[src/rtl/cpu_types_pkg.sv]
// Shared types for the data-cache responder: word type, address breakdown and FSM states.
package cpu_types_pkg;

    localparam int unsigned WORD_W  = 32;
    localparam int unsigned TAG_W   = 26;
    localparam int unsigned IDX_W   = 3;
    localparam int unsigned BLKOFF_W = 1;

    typedef logic [WORD_W-1:0] word_t;

    // Byte address split as tag[31:6], idx[5:3], blkoff[2], bytoff[1:0].
    typedef struct packed {
        logic [TAG_W-1:0]    tag;
        logic [IDX_W-1:0]    idx;
        logic [BLKOFF_W-1:0] blkoff;
        logic [1:0]          bytoff;
    } dcachef_t;

    typedef enum logic [2:0] {
        StIdle,
        StWb0,
        StWb1,
        StFetch0,
        StFetch1,
        StFlush0,
        StFlush1,
        StDone
    } dstate_t;

    // Word address of one word of a block; byte offset is always 00 on the memory side.
    function automatic word_t blk_addr(input logic [TAG_W-1:0] tag,
                                       input logic [IDX_W-1:0] idx,
                                       input logic             blkoff);
        return {tag, idx, blkoff, 2'b00};
    endfunction

endpackage

[src/rtl/dcache_responder.sv]
// Direct-mapped, write-back data cache responder with two-word blocks.
// Serves MEM-stage loads/stores, fills and evicts over a single-word memory
// handshake, and flushes every dirty frame on halt.
module dcache_responder
    import cpu_types_pkg::*;
#(
    parameter int unsigned SETS     = 8,
    parameter int unsigned BLKWORDS = 2
) (
    input  logic        CLK,
    input  logic        RST,
    input  logic        dmemREN,
    input  logic        dmemWEN,
    input  logic [31:0] dmemaddr,
    input  logic [31:0] dmemstore,
    input  logic        halt,
    output logic        dhit,
    output logic [31:0] dmemload,
    output logic        flushed,
    output logic        dREN,
    output logic        dWEN,
    output logic [31:0] daddr,
    output logic [31:0] dstore,
    input  logic [31:0] dload,
    input  logic        dwait
);

    // Frame array; only valid/dirty are reset.
    logic [SETS-1:0]  r_valid;
    logic [SETS-1:0]  r_dirty;
    logic [TAG_W-1:0] r_tag  [SETS];
    word_t            r_data [SETS][BLKWORDS];

    dstate_t          r_state;
    dstate_t          w_next;

    // Miss context captured in IDLE so the fill finishes even if the request goes away.
    logic [TAG_W-1:0] r_mtag;
    logic [IDX_W-1:0] r_midx;
    logic [IDX_W-1:0] r_fidx;

    dcachef_t         w_req;
    logic             w_req_any;
    logic             w_hit;
    logic             w_store_hit;
    logic             w_vic_dirty;
    logic             w_flush_last;
    logic             w_miss_start;
    logic             w_flush_start;
    logic             w_fidx_step;
    logic             w_fill_we;
    logic             w_fill_word;
    logic             w_flush_clr;
    logic             w_unused_bytoff;

    assign w_req           = dcachef_t'(dmemaddr);
    assign w_unused_bytoff = ^w_req.bytoff;
    assign w_req_any       = dmemREN | dmemWEN;
    assign w_hit           = ~RST & (r_state == StIdle) & w_req_any & r_valid[w_req.idx]
                             & (r_tag[w_req.idx] == w_req.tag);
    // Both enables high is a store.
    assign w_store_hit     = w_hit & dmemWEN;
    assign w_vic_dirty     = r_valid[w_req.idx] & r_dirty[w_req.idx];
    assign w_flush_last    = (r_fidx == IDX_W'(SETS - 1));
    assign w_fill_word     = (r_state == StFetch1);
    assign w_flush_clr     = ~RST & (r_state == StFlush1) & ~dwait;

    assign dhit     = w_hit;
    assign dmemload = w_hit ? r_data[w_req.idx][w_req.blkoff] : '0;

    // Next-state and memory-side outputs; reset forces every output to zero.
    always_comb begin
        w_next        = r_state;
        dREN          = 1'b0;
        dWEN          = 1'b0;
        daddr         = '0;
        dstore        = '0;
        flushed       = 1'b0;
        w_miss_start  = 1'b0;
        w_flush_start = 1'b0;
        w_fidx_step   = 1'b0;
        w_fill_we     = 1'b0;

        unique case (r_state)
            StIdle: begin
                if (halt) begin
                    w_flush_start = 1'b1;
                    w_next        = StFlush0;
                end else if (w_req_any && !w_hit) begin
                    w_miss_start = 1'b1;
                    w_next       = w_vic_dirty ? StWb0 : StFetch0;
                end
            end
            StWb0: begin
                dWEN   = 1'b1;
                daddr  = blk_addr(r_tag[r_midx], r_midx, 1'b0);
                dstore = r_data[r_midx][0];
                if (!dwait) w_next = StWb1;
            end
            StWb1: begin
                dWEN   = 1'b1;
                daddr  = blk_addr(r_tag[r_midx], r_midx, 1'b1);
                dstore = r_data[r_midx][1];
                if (!dwait) w_next = StFetch0;
            end
            StFetch0: begin
                dREN  = 1'b1;
                daddr = blk_addr(r_mtag, r_midx, 1'b0);
                if (!dwait) begin
                    w_fill_we = 1'b1;
                    w_next    = StFetch1;
                end
            end
            StFetch1: begin
                dREN  = 1'b1;
                daddr = blk_addr(r_mtag, r_midx, 1'b1);
                if (!dwait) begin
                    w_fill_we = 1'b1;
                    w_next    = StIdle;
                end
            end
            StFlush0: begin
                if (r_dirty[r_fidx]) begin
                    dWEN   = 1'b1;
                    daddr  = blk_addr(r_tag[r_fidx], r_fidx, 1'b0);
                    dstore = r_data[r_fidx][0];
                    if (!dwait) w_next = StFlush1;
                end else begin
                    // Clean frame: move on without touching memory.
                    w_fidx_step = 1'b1;
                    if (w_flush_last) w_next = StDone;
                end
            end
            StFlush1: begin
                dWEN   = 1'b1;
                daddr  = blk_addr(r_tag[r_fidx], r_fidx, 1'b1);
                dstore = r_data[r_fidx][1];
                if (!dwait) begin
                    w_fidx_step = 1'b1;
                    w_next      = w_flush_last ? StDone : StFlush0;
                end
            end
            StDone: begin
                flushed = 1'b1;
            end
            default: begin
                w_next = StIdle;
            end
        endcase

        if (RST) begin
            dREN          = 1'b0;
            dWEN          = 1'b0;
            daddr         = '0;
            dstore        = '0;
            flushed       = 1'b0;
            w_miss_start  = 1'b0;
            w_flush_start = 1'b0;
            w_fidx_step   = 1'b0;
            w_fill_we     = 1'b0;
        end
    end

    // State register.
    always_ff @(posedge CLK) begin
        if (RST) r_state <= StIdle;
        else     r_state <= w_next;
    end

    // Capture tag/index of the missing request.
    always_ff @(posedge CLK) begin
        if (RST) begin
            r_mtag <= '0;
            r_midx <= '0;
        end else if (w_miss_start) begin
            r_mtag <= w_req.tag;
            r_midx <= w_req.idx;
        end
    end

    // Flush frame counter.
    always_ff @(posedge CLK) begin
        if (RST)                r_fidx <= '0;
        else if (w_flush_start) r_fidx <= '0;
        else if (w_fidx_step)   r_fidx <= r_fidx + 1'b1;
    end

    // Valid/dirty: set by store hits and fills, cleared by flush write-back and reset.
    always_ff @(posedge CLK) begin
        if (RST) begin
            r_valid <= '0;
            r_dirty <= '0;
        end else begin
            if (w_store_hit) r_dirty[w_req.idx] <= 1'b1;
            if (w_fill_we && w_fill_word) begin
                r_valid[r_midx] <= 1'b1;
                r_dirty[r_midx] <= 1'b0;
            end
            if (w_flush_clr) r_dirty[r_fidx] <= 1'b0;
        end
    end

    // Tag and data storage, not reset.
    always_ff @(posedge CLK) begin
        if (w_store_hit) r_data[w_req.idx][w_req.blkoff] <= dmemstore;
        if (w_fill_we) r_data[r_midx][w_fill_word] <= dload;
        if (w_fill_we && w_fill_word) r_tag[r_midx] <= r_mtag;
    end

endmodule

[config.mk]
export PLATFORM = sky130hd
export DESIGN_NAME = dcache_responder
export DESIGN_NICKNAME = d
export VERILOG_FILES = /design/src/rtl/cpu_types_pkg.sv /design/src/rtl/dcache_responder.sv
export SDC_FILE = /design/constraint.sdc
export NUM_CORES = 1
export LEC_CHECK = 0
export ABC_CLOCK_PERIOD_IN_PS = 10000
export CAP_MARGIN = 0
export CORE_MARGIN = 10
export CORE_UTILIZATION = 33
export DETAILED_ROUTE_END_ITERATION = 7
export GPL_ROUTABILITY_DRIVEN = 0
export PLACE_DENSITY = 0.49
export REMOVE_ABC_BUFFERS = 1
export SLEW_MARGIN = 20
export SYNTH_ARGS = -nofsm -noshare
export SYNTH_HDL_FRONTEND = slang
export SYNTH_SLANG_ARGS = --single-unit
[constraint.sdc]
create_clock -name CLK -period 10 [get_ports CLK]
set_clock_uncertainty 0.05 [all_clocks]
set_input_delay 1.5 -clock CLK [delete_from_list [all_inputs] [get_ports CLK]]
set_output_delay 1.5 -clock CLK [all_outputs]
set_load 0.1 [all_outputs]
; After elaboration in Yosys (flattened, before gate mapping)
; Memory sizes are Yosys's and may differ from the RTL's. A register that Yosys moved wholly into a read port is not among the register bits.
; Index checks and enable logic that the tools add are counted.
[word_totals]
output_inout_bits = 100
regBits = 51
word_cells = 151
input_bits = 102
ram_bits = 720
memories = 2
[memory_table]
columns = name, words, word_bits, read_ports, rd_clocked_by_memory_dff, write_ports, line
row1 = r_data, 8, 64, 3, 2, 1, dcache_responder.sv:32  ; word_t r_data [SETS][BLKWORDS];
row2 = r_tag, 8, 26, 3, 2, 1, dcache_responder.sv:31  ; logic [TAG_W-1:0] r_tag [SETS];
[op_classes]
reduce_logical = 15
eq_ne = 17
bitwise_logic = 19
order_cmp = 10
mux = 81
addsub = 1
[ops]
columns = operator, n
row1 = $mux 32, 10
row2 = $mux 64, 4
row3 = $pmux 32 s6, 1
row4 = $pmux 32 s4, 1
row5 = $demux 32 s1, 2
row6 = $reduce_or 64->1, 1
row7 = $mux 3, 19
row8 = $mux 8, 5
row9 = $mux 1, 28
row10 = $eq 26x26->1, 1
row11 = $pmux 3 s7, 1
row12 = $and 8x8->8, 2
row13 = $not 8->8, 2
row14 = $or 8x8->8, 2
row15 = $eq 3x3->1 const B, 5
row16 = $lt 3x4->1 const B, 3
row17 = $ne 2x2->1 const B, 5
row18 = $bmux 1 s3, 3
row19 = $demux 1 s3, 3
row20 = $ge 3x1->1 const B, 3
row21 = $reduce_and 9->1, 1
row22 = $and 1x1->1, 8
row23 = $logic_and 1x1->1, 7
row24 = $reduce_bool 7->1, 1
row25 = 16 further kinds, 25

; Logic depth before layout (Yosys ltp)
[depth]
word_depth = 13
mapped_depth = 13
ltp_nobuf = 9

; Worst setup path before layout
; No wires, ideal clock.
[synth_timing]
path_type = in2out
start = in dmemaddr[4]
end = out dmemload[0]
stages = 12
path_slack_ns = 2.475
t_arrival_ns = 5.975
required_ns = 8.450
n_path_buf = 5
cell_sequence = buf_2 buf_2 buf_2 mux4_2 mux2i_1 xor2_1 nand3_1 nor4_1 nand4_1 buf_2 buf_1 a311oi_1
[synth_between]
elab_chain_len = 5
word_cells_on_any_way = 11
cone_classes = 1 x eq/ne / 6 x mux / 2 x bitwise / 2 x memory
[synth_lines]
columns = item, line
row1 = from (decl), dcache_responder.sv:14  ; input logic [31:0] dmemaddr,
row2 = branches (longest 4 deep; another with $mem_v2 8x26), n/a
row3 = $mux 32 (*), dcache_responder.sv:69  ; assign dmemload = w_hit ? r_data[w_req.idx][w_req.blkoff] : '0;
row4 = to (decl), dcache_responder.sv:18  ; output logic [31:0] dmemload,
; Every way passes the cells marked *. The select of a mux whose other input is x is not followed.

; Worst setup path in the final report
[layout_timing]
start = in dmemaddr[3]
end = out dmemload[3]
; The elaborated chain is that of the path after synthesis.

==> metrics.md <==
| Metric | Value |
|---|---|
| Status | complete, no violations |
| Detail Route Antenna Nets | 0 |
| Synth warn | 0 |
| CTS Hold Bufs | 0 |
| Pwr dens | about 190 mW/mm2 |
| Lkg Pwr | about 15 nW |
| Num CTS Buffers | 87 |
| Grt ovf | 0 |
| Seq/Total Area, Yosys | around 54% |
| Synthesized instance count | 2786 |
| Worst-Skew Late Latency | 700 ps |
| Die X | 379 um |
| Post-synth top flop | edfxtp_1 |
| Dpl hpwl | around 90000 um |
| Post-CTS Resized | 0 |
| Post-synth EDFFs | about 700 |
| Max-cap violation count | 0 |
| Fmax | 131 MHz |
| Via density | about 6.5 |
| Total power | 9.37 mW |
| Synthesized cell area | 0.0425 mm2 |
| Synth-to-layout area growth | 16.3% |
| WS Path Type | input pin to output pin |
| Clock buffer depth | 3 |
| Worst Max-Slew Pin Slew | 1200 ps |
| Pre-antenna DRT Iters | 6 |
| Pin count of the biggest net entering global routing | around 130 |
| TritonCTS clock tree | yes |
| Vias in the first global route | about 31000 |
| Residual DRC | 0 |
| Min-delay worst type | flop to flop |
| Placement Setup Slack | 2350 ps |
| WL per Instance | roughly 35 um |
| Post-DP Area | 0.0464 mm2 |
| RSZ-0062 raised after global routing | false |
| First-pass GRT wire length | around 230000 um |
| Synth top area share | between 50% and 60% |
| Total GRT Usage | 22.1% |
| DP Cell Count | 4476 |
| Async S/R FF share, synth | 0% |
| Layout cell share with drive strength beyond 1 | between 30 and 40% |
| Worst slew margin | 20.1% |
| Initial Util | between 30 and 40% |
| Clk sinks | approximately 780 |
| Critical Path End Type | output pin |
| Post-route minimum period | 7640 ps |
| H-tree Lvls | 3 |
| WL final | ~160000 um |
| CTS root buffer | clkbuf_16 |
| Final setup viols | 0 |
| Hold slack | 425 ps |
| Initial antenna violation count | 6 |
| Most frequent cells in the layout | edfxtp_1 (720), mux4_2 (401), mux2_2 (235) |
| Core area | around 0.13 mm2 |
| Final nets | between 3000 and 4000 |
| Post-Layout Cell Count | 4640 |
| Largest area contributor in the netlist | edfxtp_1 |
| I/O pins | a little over 200 |
| Top cells by area, synth | edfxtp_1 (51%), mux4_2 (21%), mux2_2 (6.2%) |
| Post-synth cell types | 71 |
| Worst vdd ir | 0.000130 V |
| FP Rows | about 130 |
| R2R Setup Slk | between 4000 and 5000 ps |
| Post-Syn Area per Cell | ~15 um2 |
| Setup WS post-layout | 2360 ps |
| Fin. Hold Viols | 0 |
| Final max-slew violation count | 0 |
| Vias | about 30000 |
| IO buf count | between 150 and 200 |
| Die area | between 0.1 and 0.15 mm2 |
| Design area | approximately 0.049 mm2 |
| Reg clk slew, reported paths | roughly 60 ps |
| Most common cell after layout, fill and taps aside | edfxtp_1 |
| Die H | between 300 and 400 um |
| CP Launch Type | input pin |
| TNS Setup | 0 ps |
| Final core utilization | slightly below 40% |
| Detailed Route Iter0 Violations | between 3000 and 4000 |
| Setup repair bufs after CTS | 0 |
| #FFs+latches synth | a little under 800 |
| Fillers | 11800 |
| Crit path max fanout | 40 |
| Crit path DAT | around 6100 ps |
| Fin crit share | 76.4% |
| Critical Path RT | about 8500 ps |
[path summary, 6_finish.rpt]
kind | start | to | cells after the start
worst max-delay path | dmemaddr[3] | dmemload[3] | 11
worst min-delay path | r_valid[3] | r_valid[3] | 2
worst max register to register | r_tag[3][9] | r_data[5][55] | 11
worst min register to register | r_valid[3] | r_valid[3] | 2
[cell families (layout without fill, tap and decap cells)]
logic type,count (synthesis),after routing,synth area share [%]
multiplexers,774,774,30.7
AO/OA/AOI/OAI,525,525,8.26
flip-flops,777,777,53.5
adder cells (fa/ha/maj),2,2,0.0588
other,1,3,0.00882
AND/OR/NAND/NOR,422,422,4.56
buffers and inverters,269,459,2.55
XOR/XNOR,16,16,0.330
[where the power goes]
| part | total, mW | leakage [nW] | internal, mW | switching, mW |
|---|---|---|---|---|
| logic | 2.19 | 6.29 | 0.688 | 1.50 |
| registers | 3.77 | 6.96 | 3.66 | 0.111 |
| clock network | 3.41 | 1.45 | 2.01 | 1.40 |
| total | 9.37 | 14.7 | 6.36 | 3.01 |
[worst max-delay path, cell delays in order]
cell and delay [ps]:
buf_6 460, buf_4 450, mux4_2 560, mux2i_1 220
xnor2_1 190, a2111oi_0 600, and4bb_1 280, nand4_1 200
inv_2 760, o21a_1 430, buf_4 360
[registers in the layout (all words and copies together), names as in the netlist, named ones only]
register / count
r_midx: 3
r_state: 3
r_data: 512
r_valid: 8
r_fidx: 3
r_mtag: 26
r_dirty: 8
r_tag: 208
[cell usage after synthesis, drive strengths merged (4+ instances only)]
cell type / count
nor3: 31
a31oi: 12
a222oi: 27
o21a: 7
nor4: 17
o211ai: 11
mux2: 235
and3: 4
a221oi: 37
and2: 4
nor3b: 8
clkbuf: 164
inv: 10
a311oi: 5
nand3b: 4
nand2b: 7
or3: 13
nor2: 186
a21oi: 95
xor2: 9
a211oi: 14
nand4: 4
o22ai: 153
dfxtp: 57
mux4: 401
nand3: 45
nand2: 76
a2111oi: 9
buf: 93
edfxtp: 720
nor2b: 4
or2: 9
a221o: 5
o21ai: 85
xnor2: 7
mux2i: 138
o221ai: 30
a22oi: 8
[layout make-up]
| cell class | count | area (um2) | share of cell area [%] |
|---|---|---|---|
| timing repair buffer | 284 | 2640 | 5.34 |
| multi-input combinational | 1741 | 18900 | 38.2 |
| clock inverter | 51 | 566 | 1.14 |
| tap | 1662 | 2080 | 4.21 |
| sequential | 777 | 22800 | 46.1 |
| clock buffer | 112 | 2440 | 4.93 |
| inverter | 12 | 45.0 | 0.0911 |
| antenna | 1 | 2.50 | 0.00506 |
[per-layer routing]
layer,GRT usage (%),routed length [um],up-vias,share of wire (%)
li1,-,-,12000,-
met1,29.1,65100,15800,40
met2,35.6,76600,1886,47
met3,4.60,14900,416,9.1
met4,8.76,6710,2,4.1
met5,0,7,-,0.0043
Power figures use the tool's default switching activity.
